### config.mk
export PLATFORM = sky130hd
export DESIGN_NAME = tqvp_spi_ctrl
export DESIGN_NICKNAME = d
export VERILOG_FILES = /design/src/rtl/tqvp_spi_pkg.sv /design/src/rtl/tqvp_spi_fifo.sv /design/src/rtl/tqvp_spi_ctrl.sv
export SDC_FILE = /design/constraint.sdc
export NUM_CORES = 1
export LEC_CHECK = 0
export ABC_AREA = 1
export CORE_MARGIN = 4
export CORE_UTILIZATION = 50
export DETAILED_ROUTE_END_ITERATION = 16
export PLACE_DENSITY = 0.87
export REMOVE_ABC_BUFFERS = 1
export SYNTH_ARGS = -nofsm -noshare
export SYNTH_HDL_FRONTEND = slang
export SYNTH_SLANG_ARGS = --single-unit
### constraint.sdc
create_clock -name clk -period 4.9 [get_ports clk]
set_clock_uncertainty 0.2 [all_clocks]
set_input_delay 1.47 -clock clk [delete_from_list [all_inputs] [get_ports clk]]
set_output_delay 1.47 -clock clk [all_outputs]
set_load 0.02 [all_outputs]
### src/rtl/tqvp_spi_pkg.sv
// rtl/tqvp_spi_pkg.sv - shared register map, bit indices and FSM encoding for tqvp_spi_ctrl
package tqvp_spi_pkg;

   localparam logic [5:0] ADDR_DATA   = 6'h00;
   localparam logic [5:0] ADDR_STATUS = 6'h04;
   localparam logic [5:0] ADDR_CTRL   = 6'h08;
   localparam logic [5:0] ADDR_CS     = 6'h0C;

   localparam int STAT_BUSY      = 0;
   localparam int STAT_TX_FULL   = 1;
   localparam int STAT_TX_EMPTY  = 2;
   localparam int STAT_RX_VALID  = 3;
   localparam int STAT_LEVEL_LSB = 4;
   localparam int STAT_OVERFLOW  = 7;
   localparam int STAT_IRQ_PEND  = 8;

   localparam int CTRL_DIV_LSB   = 0;
   localparam int CTRL_IRQ_EN    = 8;
   localparam int CTRL_LOOPBACK  = 10;

   localparam int FIFO_DEPTH     = 4;

   typedef enum logic [1:0] {
      S_IDLE  = 2'd0,
      S_LOAD  = 2'd1,
      S_SHIFT = 2'd2,
      S_DONE  = 2'd3
   } spi_state_e;

   // Bytes actually carried by a write of the given width code (00=8, 01=16, else 32 bits)
   function automatic logic [31:0] write_mask(input logic [1:0] wr_n);
      case (wr_n)
         2'b00:   return 32'h0000_00FF;
         2'b01:   return 32'h0000_FFFF;
         default: return 32'hFFFF_FFFF;
      endcase
   endfunction

endpackage

### src/rtl/tqvp_spi_fifo.sv
// rtl/tqvp_spi_fifo.sv - 4-entry x 8-bit TX FIFO with occupancy level
module tqvp_spi_fifo
   import tqvp_spi_pkg::*;
(
   input  logic       clk,
   input  logic       rst_n,
   input  logic       push,
   input  logic       pop,
   input  logic [7:0] wdata,
   output logic [7:0] rdata,
   output logic [2:0] level,
   output logic       full,
   output logic       empty
);

   logic [7:0] mem [FIFO_DEPTH];
   logic [1:0] wr_ptr;
   logic [1:0] rd_ptr;
   logic       do_push;
   logic       do_pop;

   assign full    = (level == 3'(FIFO_DEPTH));
   assign empty   = (level == 3'd0);
   assign do_pop  = pop && !empty;
   // a pop in the same cycle frees the slot, so a push to a full FIFO still lands
   assign do_push = push && (!full || do_pop);
   assign rdata   = mem[rd_ptr];

   // pointer, level and storage update
   always_ff @(posedge clk) begin
      if (!rst_n) begin
         wr_ptr <= 2'd0;
         rd_ptr <= 2'd0;
         level  <= 3'd0;
      end else begin
         if (do_push) begin
            mem[wr_ptr] <= wdata;
            wr_ptr      <= wr_ptr + 2'd1;
         end
         if (do_pop) begin
            rd_ptr <= rd_ptr + 2'd1;
         end
         level <= level + {2'b00, do_push} - {2'b00, do_pop};
      end
   end

endmodule

### src/rtl/tqvp_spi_ctrl.sv
// rtl/tqvp_spi_ctrl.sv - SPI mode-0 master with register window; TQVP_SPI_LOOPBACK_EN adds CTRL[10] loopback
module tqvp_spi_ctrl
   import tqvp_spi_pkg::*;
(
   input  logic        clk,
   input  logic        rst_n,
   input  logic [7:0]  ui_in,
   output logic [7:0]  uo_out,
   input  logic [5:0]  address,
   input  logic [31:0] data_in,
   input  logic [1:0]  data_write_n,
   input  logic [1:0]  data_read_n,
   output logic [31:0] data_out,
   output logic        data_ready,
   output logic        user_interrupt
);

   spi_state_e state, state_nx;
   logic [7:0]  div, div_act, half_cnt, shreg, rx_byte;
   logic [2:0]  bit_cnt;
   logic        sck, mosi, cs, irq_en, loopback, rx_valid, overflow, irq_pending;
   logic        wr_en, rd_en, half_end, miso;
   logic [31:0] wdata;
   logic        fifo_push, fifo_pop, fifo_full, fifo_empty;
   logic [7:0]  fifo_rdata;
   logic [2:0]  fifo_level;
   logic        unused_bits;

   assign wr_en     = (data_write_n != 2'b11);
   assign rd_en     = (data_read_n != 2'b11);
   assign wdata     = data_in & write_mask(data_write_n);
   assign fifo_push = wr_en && (address == ADDR_DATA);
   assign fifo_pop  = (state == S_LOAD);
   // div_act only changes at half-period boundaries, so a CTRL write never truncates a phase
   assign half_end  = (state == S_SHIFT) && (half_cnt == div_act);
   assign unused_bits = &{1'b0, ui_in[7:3], ui_in[1:0], wdata[31:9]};

`ifdef TQVP_SPI_LOOPBACK_EN
   assign miso = loopback ? mosi : ui_in[2];

   // loopback enable register
   always_ff @(posedge clk) begin
      if (!rst_n) begin
         loopback <= 1'b0;
      end else if (wr_en && (address == ADDR_CTRL)) begin
         loopback <= wdata[CTRL_LOOPBACK];
      end
   end
`else
   assign miso     = ui_in[2];
   assign loopback = 1'b0;
`endif

   tqvp_spi_fifo u_fifo (
      .clk   (clk),
      .rst_n (rst_n),
      .push  (fifo_push),
      .pop   (fifo_pop),
      .wdata (wdata[7:0]),
      .rdata (fifo_rdata),
      .level (fifo_level),
      .full  (fifo_full),
      .empty (fifo_empty)
   );

   // FSM state register
   always_ff @(posedge clk) begin
      if (!rst_n) state <= S_IDLE;
      else        state <= state_nx;
   end

   // FSM next state: a byte ends on the 8th falling SCK edge
   always_comb begin
      state_nx = state;
      case (state)
         S_IDLE:  if (!fifo_empty) state_nx = S_LOAD;
         S_LOAD:  state_nx = S_SHIFT;
         S_SHIFT: if (half_end && sck && (bit_cnt == 3'd7)) state_nx = S_DONE;
         S_DONE:  state_nx = fifo_empty ? S_IDLE : S_LOAD;
         default: state_nx = S_IDLE;
      endcase
   end

   // SCK generation, MISO sampling on rising edges, MOSI update on falling edges
   always_ff @(posedge clk) begin
      if (!rst_n) begin
         half_cnt <= 8'd0;
         div_act  <= 8'd0;
         bit_cnt  <= 3'd0;
         shreg    <= 8'd0;
         sck      <= 1'b0;
         mosi     <= 1'b0;
      end else begin
         case (state)
            S_LOAD: begin
               shreg    <= fifo_rdata;
               mosi     <= fifo_rdata[7];
               half_cnt <= 8'd0;
               bit_cnt  <= 3'd0;
               sck      <= 1'b0;
               div_act  <= div;
            end
            S_SHIFT: begin
               if (half_end) begin
                  half_cnt <= 8'd0;
                  div_act  <= div;
                  sck      <= ~sck;
                  if (!sck) begin
                     shreg <= {shreg[6:0], miso};
                  end else begin
                     bit_cnt <= bit_cnt + 3'd1;
                     if (bit_cnt != 3'd7) mosi <= shreg[7];
                  end
               end else begin
                  half_cnt <= half_cnt + 8'd1;
               end
            end
            default: sck <= 1'b0;
         endcase
      end
   end

   // software registers, sticky flags and receive byte
   always_ff @(posedge clk) begin
      if (!rst_n) begin
         div         <= 8'd0;
         irq_en      <= 1'b0;
         cs          <= 1'b1;
         rx_byte     <= 8'd0;
         rx_valid    <= 1'b0;
         overflow    <= 1'b0;
         irq_pending <= 1'b0;
      end else begin
         if (wr_en && (address == ADDR_CTRL)) begin
            div    <= wdata[CTRL_DIV_LSB +: 8];
            irq_en <= wdata[CTRL_IRQ_EN];
         end
         if (wr_en && (address == ADDR_CS)) cs <= wdata[0];
         if (fifo_push && fifo_full && !fifo_pop) overflow <= 1'b1;
         else if (wr_en && (address == ADDR_STATUS) && wdata[STAT_OVERFLOW]) overflow <= 1'b0;
         if (state == S_DONE) begin
            rx_byte  <= shreg;
            rx_valid <= 1'b1;
         end else if (rd_en && (address == ADDR_DATA)) begin
            rx_valid <= 1'b0;
         end
         if ((state == S_DONE) && fifo_empty) irq_pending <= 1'b1;
         else if (wr_en && (address == ADDR_STATUS) && wdata[STAT_IRQ_PEND]) irq_pending <= 1'b0;
      end
   end

   // register read mux, unmapped addresses read zero
   always_comb begin
      data_out = 32'd0;
      case (address)
         ADDR_DATA: data_out[7:0] = rx_byte;
         ADDR_STATUS: begin
            data_out[STAT_BUSY]            = (state != S_IDLE);
            data_out[STAT_TX_FULL]         = fifo_full;
            data_out[STAT_TX_EMPTY]        = fifo_empty;
            data_out[STAT_RX_VALID]        = rx_valid;
            data_out[STAT_LEVEL_LSB +: 3]  = fifo_level;
            data_out[STAT_OVERFLOW]        = overflow;
            data_out[STAT_IRQ_PEND]        = irq_pending;
         end
         ADDR_CTRL: begin
            data_out[CTRL_DIV_LSB +: 8] = div;
            data_out[CTRL_IRQ_EN]       = irq_en;
            data_out[CTRL_LOOPBACK]     = loopback;
         end
         ADDR_CS: data_out[0] = cs;
         default: data_out = 32'd0;
      endcase
   end

   assign data_ready     = rd_en;
   assign user_interrupt = irq_pending & irq_en;
   // SCK/MOSI are forced low and CS_n high combinationally while reset is held
   assign uo_out = {2'b00, cs | ~rst_n, mosi & rst_n, sck & rst_n, 3'b000};

endmodule

Yosys cells after proc, flatten, opt, wreduce, memory -nomap -nowiden
Memories as Yosys holds them, arrays and structs flattened. A register that Yosys moved wholly into a read port is not among the register bits. Index checks and enable logic that the tools add are counted.

Register bits: 59. Bits in latches: 0. RAM bits: 32. Bits in read-only memories: 0. Bits of input ports: 52. Output and inout bits: 42. Memories: 1.

Add/sub/neg operators: 6. $mul: 0. Div/mod/pow operators: 0. $lt $le $gt $ge: 0. Eq/ne operators: 19. Shift-type cells: 0. Mux-type cells: 33. Bitwise operators: 7. Reductions and logical operators: 34.

Memory list: u_fifo.mem (words 4, width 8, rd ports 1, clocked after memory_dff 1, wr ports 1, line tqvp_spi_fifo.sv:16) `logic [7:0] mem [FIFO_DEPTH];`.

Operator list (number): $pmux 8 s2 (3); $mux 8 (4); $pmux 7 s3 (1); $pmux 9 s2 (1); $logic_and 1x1->1 (15); $mux 1 (13); $eq 6x4->1 const B (2); $ne 2x2->1 const B (6); $reduce_bool 2->1 (5); $and 9x9->9 (1); $add 8x1->8 const B (1); $eq 8x8->1 (1); $mux 2 (4); $pmux 2 s4 (1); $eq 3x3->1 const B (2); $eq 6x3->1 const B (1); $logic_not 6->1 (1); $mux 3 (2); $pmux 3 s2 (1); $reduce_and 2->1 (3); $reduce_and 3->1 (2); $add 2x1->2 const B (2); $eq 2x1->1 const B (2); $eq 2x2->1 const B (2); 15 further kinds (23).

Depth between registers and ports, before layout
Gate-level depths: netlist of run 1.

Depth after elaboration: 8. Depth in mapped cells: 13. Gate-level depth less buffers: 13.

Hierarchy
From an unflattened synthesis of run 1, not the netlist that was laid out.

Cells, all modules: 555. Area total of the unflattened synthesis: 4563.1 sq um.

By module, submodules not included: tqvp_spi_ctrl (instances 1, cells each 408, area each 2866.5 sq um, seq. area each 1041.0 sq um); tqvp_spi_fifo (instances 1, cells each 147, area each 1696.6 sq um, seq. area each 1141.1 sq um).

Worst setup path after synthesis of run 1
No wires, ideal clock.

Kind: input -> output. Start: in address[5]. End: out data_out[8]. Arrival: 2.362 ns. Required time: 3.230 ns. Path slack: 0.868 ns. Stages on the path: 5. Buffers on the path: 0. Cell sequence: or2_1 inv_1 nand4_1 inv_1 a22o_1.

Longest elaborated chain between the ends: 2.

Ends and longest elaborated chain: start: declaration (line tqvp_spi_ctrl.sv:9) `input logic [5:0] address,`; $eq 6x4->1 or $eq 6x3->1 (tied branches) (line tqvp_spi_ctrl.sv:155) `case (address)`; $pmux 1 s2 * (line tqvp_spi_ctrl.sv:155); end: declaration (line tqvp_spi_ctrl.sv:13) `output logic [31:0] data_out,`.

Mark *: on every way between the ends. The rest lies on a longest branch, timed or not.

Worst setup path after layout of run 1
Start: in address[5]. End: out data_out[4].

Longest elaborated chain between the ends: 2.

Ends and longest elaborated chain (line): $eq 6x4->1 (tied with other cells) (tqvp_spi_ctrl.sv:155); $pmux 7 s3 * (tqvp_spi_ctrl.sv:155).

Marks and branches as above.

==> flow_metrics.py, run 1 <==
metrics = {
    "finish": {
        "multi_input_area_sq_um": 1860,
        "diodes": 0,
        "drive_above_1_share_pct": 10.0,
        "regArea_sq_um": 2180,
        "fill_cells": 730,
        "fin_area_sq_um": 5010,
        "area_growth_pct": 12.3,
        "utilization_pct": 57.4,
        "layout.nets": 630,
    },
    "cts": {
        "post_cts_buffers": 0,
        "cts_buffer_depth": 2,
        "numCtsBuffers": 9,
        "clkLatencyLatePin_ps": 350,
        "clkSinkCount": 93,
        "root_buffer": "clkbuf_8",
        "cts_tree": "built",
        "path_clk_slew_ps": 90,
        "htree_levels": 3,
    },
    "sta": {
        "drv_slew": 0,
        "period_minus_slack_ps": 4760,
        "rsz0062_at_grt": "false",
        "fin_hold_ws_ps": 268,
        "slew_headroom_pct": 45.2,
        "timing.fmax_ghz": 0.210,
        "worst_slew_pin_slew_ps": 818,
        "finalSetupViolCount": 0,
        "hold_viol": 0,
        "post-route-period-util_pct": 97.1,
    },
    "yosys": {
        "yosys.area.top_type_share_pct": 27.4,
        "synth-main-ff-cell": "dfxtp_1",
        "synth.most_common_cell": "nand2_1",
        "synth.cell_area_sq_um": 4460,
        "synth.distinct_cells": 41,
        "ys_warn_count": 0,
        "synthArstFlopShare_pct": 0,
        "synthCells": 525,
        "yosysSeqAreaShare_pct": 48.9,
        "synth-edff-count": 32,
        "avgSynthCellArea_sq_um": 8.50,
        "synth_top_area_cell": "dfxtp_1",
        "synthTopCellsByArea": "dfxtp_1 27%, edfxtp_1 22%, nand2_1 7.3%",
        "yosys-top-cells-count": "87 x nand2_1, 61 x dfxtp_1, 60 x o21ai_0",
        "synth-seq-cells": 93,
    },
    "detailed_routing": {
        "wl_per_cell_um": 14.9,
        "post_drt_via_cell_ratio": 5.36,
        "antenna_left": 0,
        "drt_iter0_markers": 298,
        "finalWirelength_um": 10100,
        "vias": 3628,
        "drc": 0,
        "drt_pass1_iterations": 6,
    },
    "floorplanning": {
        "start_util_pct": 51.1,
        "num_io_pins": 94,
        "fp.coreArea_sq_um": 8720,
        "die_y_um": 102,
        "die-area_sq_um": 10500,
        "die_w_um": 102,
        "row_count": 34,
    },
    "worst_hold_path": {
        "hold_class": "flop to flop",
        "hold_depth": 2,
        "whs_endpoint": "rx_valid",
        "hold_start": "rx_valid",
    },
    "run_status": {
        "outcome": "finished clean",
    },
    "grt": {
        "antenna_found_initial": 0,
        "grt_remaining_overflow": 0,
        "grt_first_pass_wirelength_um": 16900,
        "gr-usage-all-layers_pct": 20.6,
        "grt_max_degree": 28,
        "grt_pass1_vias": 3628,
    },
    "flow_run": {
        "cap_violations": 0,
    },
    "setup_path": {
        "reg2reg_depth": 10,
        "worstSetupStartpointType": "input port",
        "reg2reg_from": "state[1]",
        "r2r_end": "u_fifo.mem[3][5]",
        "arrival_ps": 3090,
        "cp.required_ps": 3230,
        "reg2reg_slack_ps": 2250,
        "crit_type": "input port to primary output",
        "cp_max_fo": 4,
        "cp-end-kind": "primary output",
    },
    "placement": {
        "port_buffers": 35,
        "post-dp-hpwl_um": 7470,
        "routabilityCongestion": 0.856,
        "place_area_sq_um": 4810,
    },
    "power_and_ir_drop": {
        "p_per_area_nw_per_um2": 430,
        "power_leakage_nw": 2.07,
        "irDropWorstVdd_mv": 0.202,
        "p_total_mw": 2.15,
    },
}
[worst max path at each step]
stage                     from          end  slack (ps)
finish              address[5]  data_out[4]         140
global route        address[5]  data_out[4]          10
CTS                 address[5]  data_out[4]         130
detailed placement  address[5]  data_out[0]        -150
global placement    address[5]  data_out[0]        -130
floorplan           address[5]  data_out[8]         870
[registers in the layout, indices dropped and copies added, names as in the netlist, 2 cells and up, named ones only]
| name | flops |
|---|---|
| div_act | 8 |
| u_fifo.level | 3 |
| u_fifo.wr_ptr | 2 |
| shreg | 8 |
| rx_byte | 8 |
| div | 8 |
| half_cnt | 8 |
| u_fifo.mem | 32 |
| state | 2 |
| bit_cnt | 3 |
| u_fifo.rd_ptr | 2 |
[per-stage QoR]
step / setup slack [ps] / cells / TNS, ps
2_1_floorplan: 868 / 510 / 0
3_3_place_gp: -126 / 661 / -718
3_5_place_dp: -150 / 661 / -1070
4_1_cts: 127 / 677 / 0
5_1_grt: 12.4 / 677 / 0
6_report: 144 / 677 / 0
[logic make-up (layout without fill, tap and decap cells)]
logic type | count (synthesis) | after routing | synth area share [%]
other cells | 1 | 28 | 0.0841
simple gates | 184 | 184 | 18.2
buf+inv | 103 | 120 | 11.8
flops | 93 | 93 | 48.9
compound gates | 124 | 124 | 15.8
xor+xnor | 6 | 6 | 1.18
fa+ha+maj | 14 | 14 | 4.10
[layout by cell type (no fill, tap or decap), drive strengths merged, types with 2 or more instances in the layout]
master,n
a211oi,3
a21oi,39
a22oi,3
buf,8
clkbuf,13
clkdlybuf4s50,26
clkinv,2
conb,28
dfxtp,61
dlygate4sd2,9
edfxtp,32
ha,13
inv,60
nand2,92
nand3,13
nand4,7
nor2,66
nor3,3
o211ai,3
o21ai,66
o22ai,8
or2,2
xor2,6
[metal layers]
metal  routed length, um  GRT usage (%)  share of wire [%]
met3                 617           4.03                6.1
met1                4000           25.2                 40
met5                   0              0                  0
met2                5020           33.6                 50
met4                 453           12.4                4.5
[report_power, final]
part           switching, mW  internal (mW)  total (mW)  leakage [nW]
registers             0.0547          0.893       0.948         0.783
clock network          0.262          0.267       0.529         0.103
logic                  0.459          0.219       0.678          1.19
[what timing repair did]
item	in CTS	in global routing
endpoints found under the setup margin	9	0
resized for setup	12	0
hold buffers	0	0
[worst max-delay path, stage by stage]
cell             delay [ps]
clkdlybuf4s50_1         400
or2_1                   220
inv_1                   100
nand4_1                 130
buf_4                   190
o211ai_1                200
dlygate4sd2_1           370
[final cells by class]
type	count	share of cell area (%)
clock buffers	13	3.20
clock inverters	3	0.875
inverters	61	4.62
multi-input cells	356	37.1
flip-flops and latches	93	43.6
well taps	108	2.70
repair buffers	43	7.97
(Power assumes the default switching activity.)
==> run 2: changes to the inputs <==
- CTS_CLUSTER_SIZE: unset -> 8
==> results of run 2 <==
Final layout, timing and power as in run 1 (identical DEF).
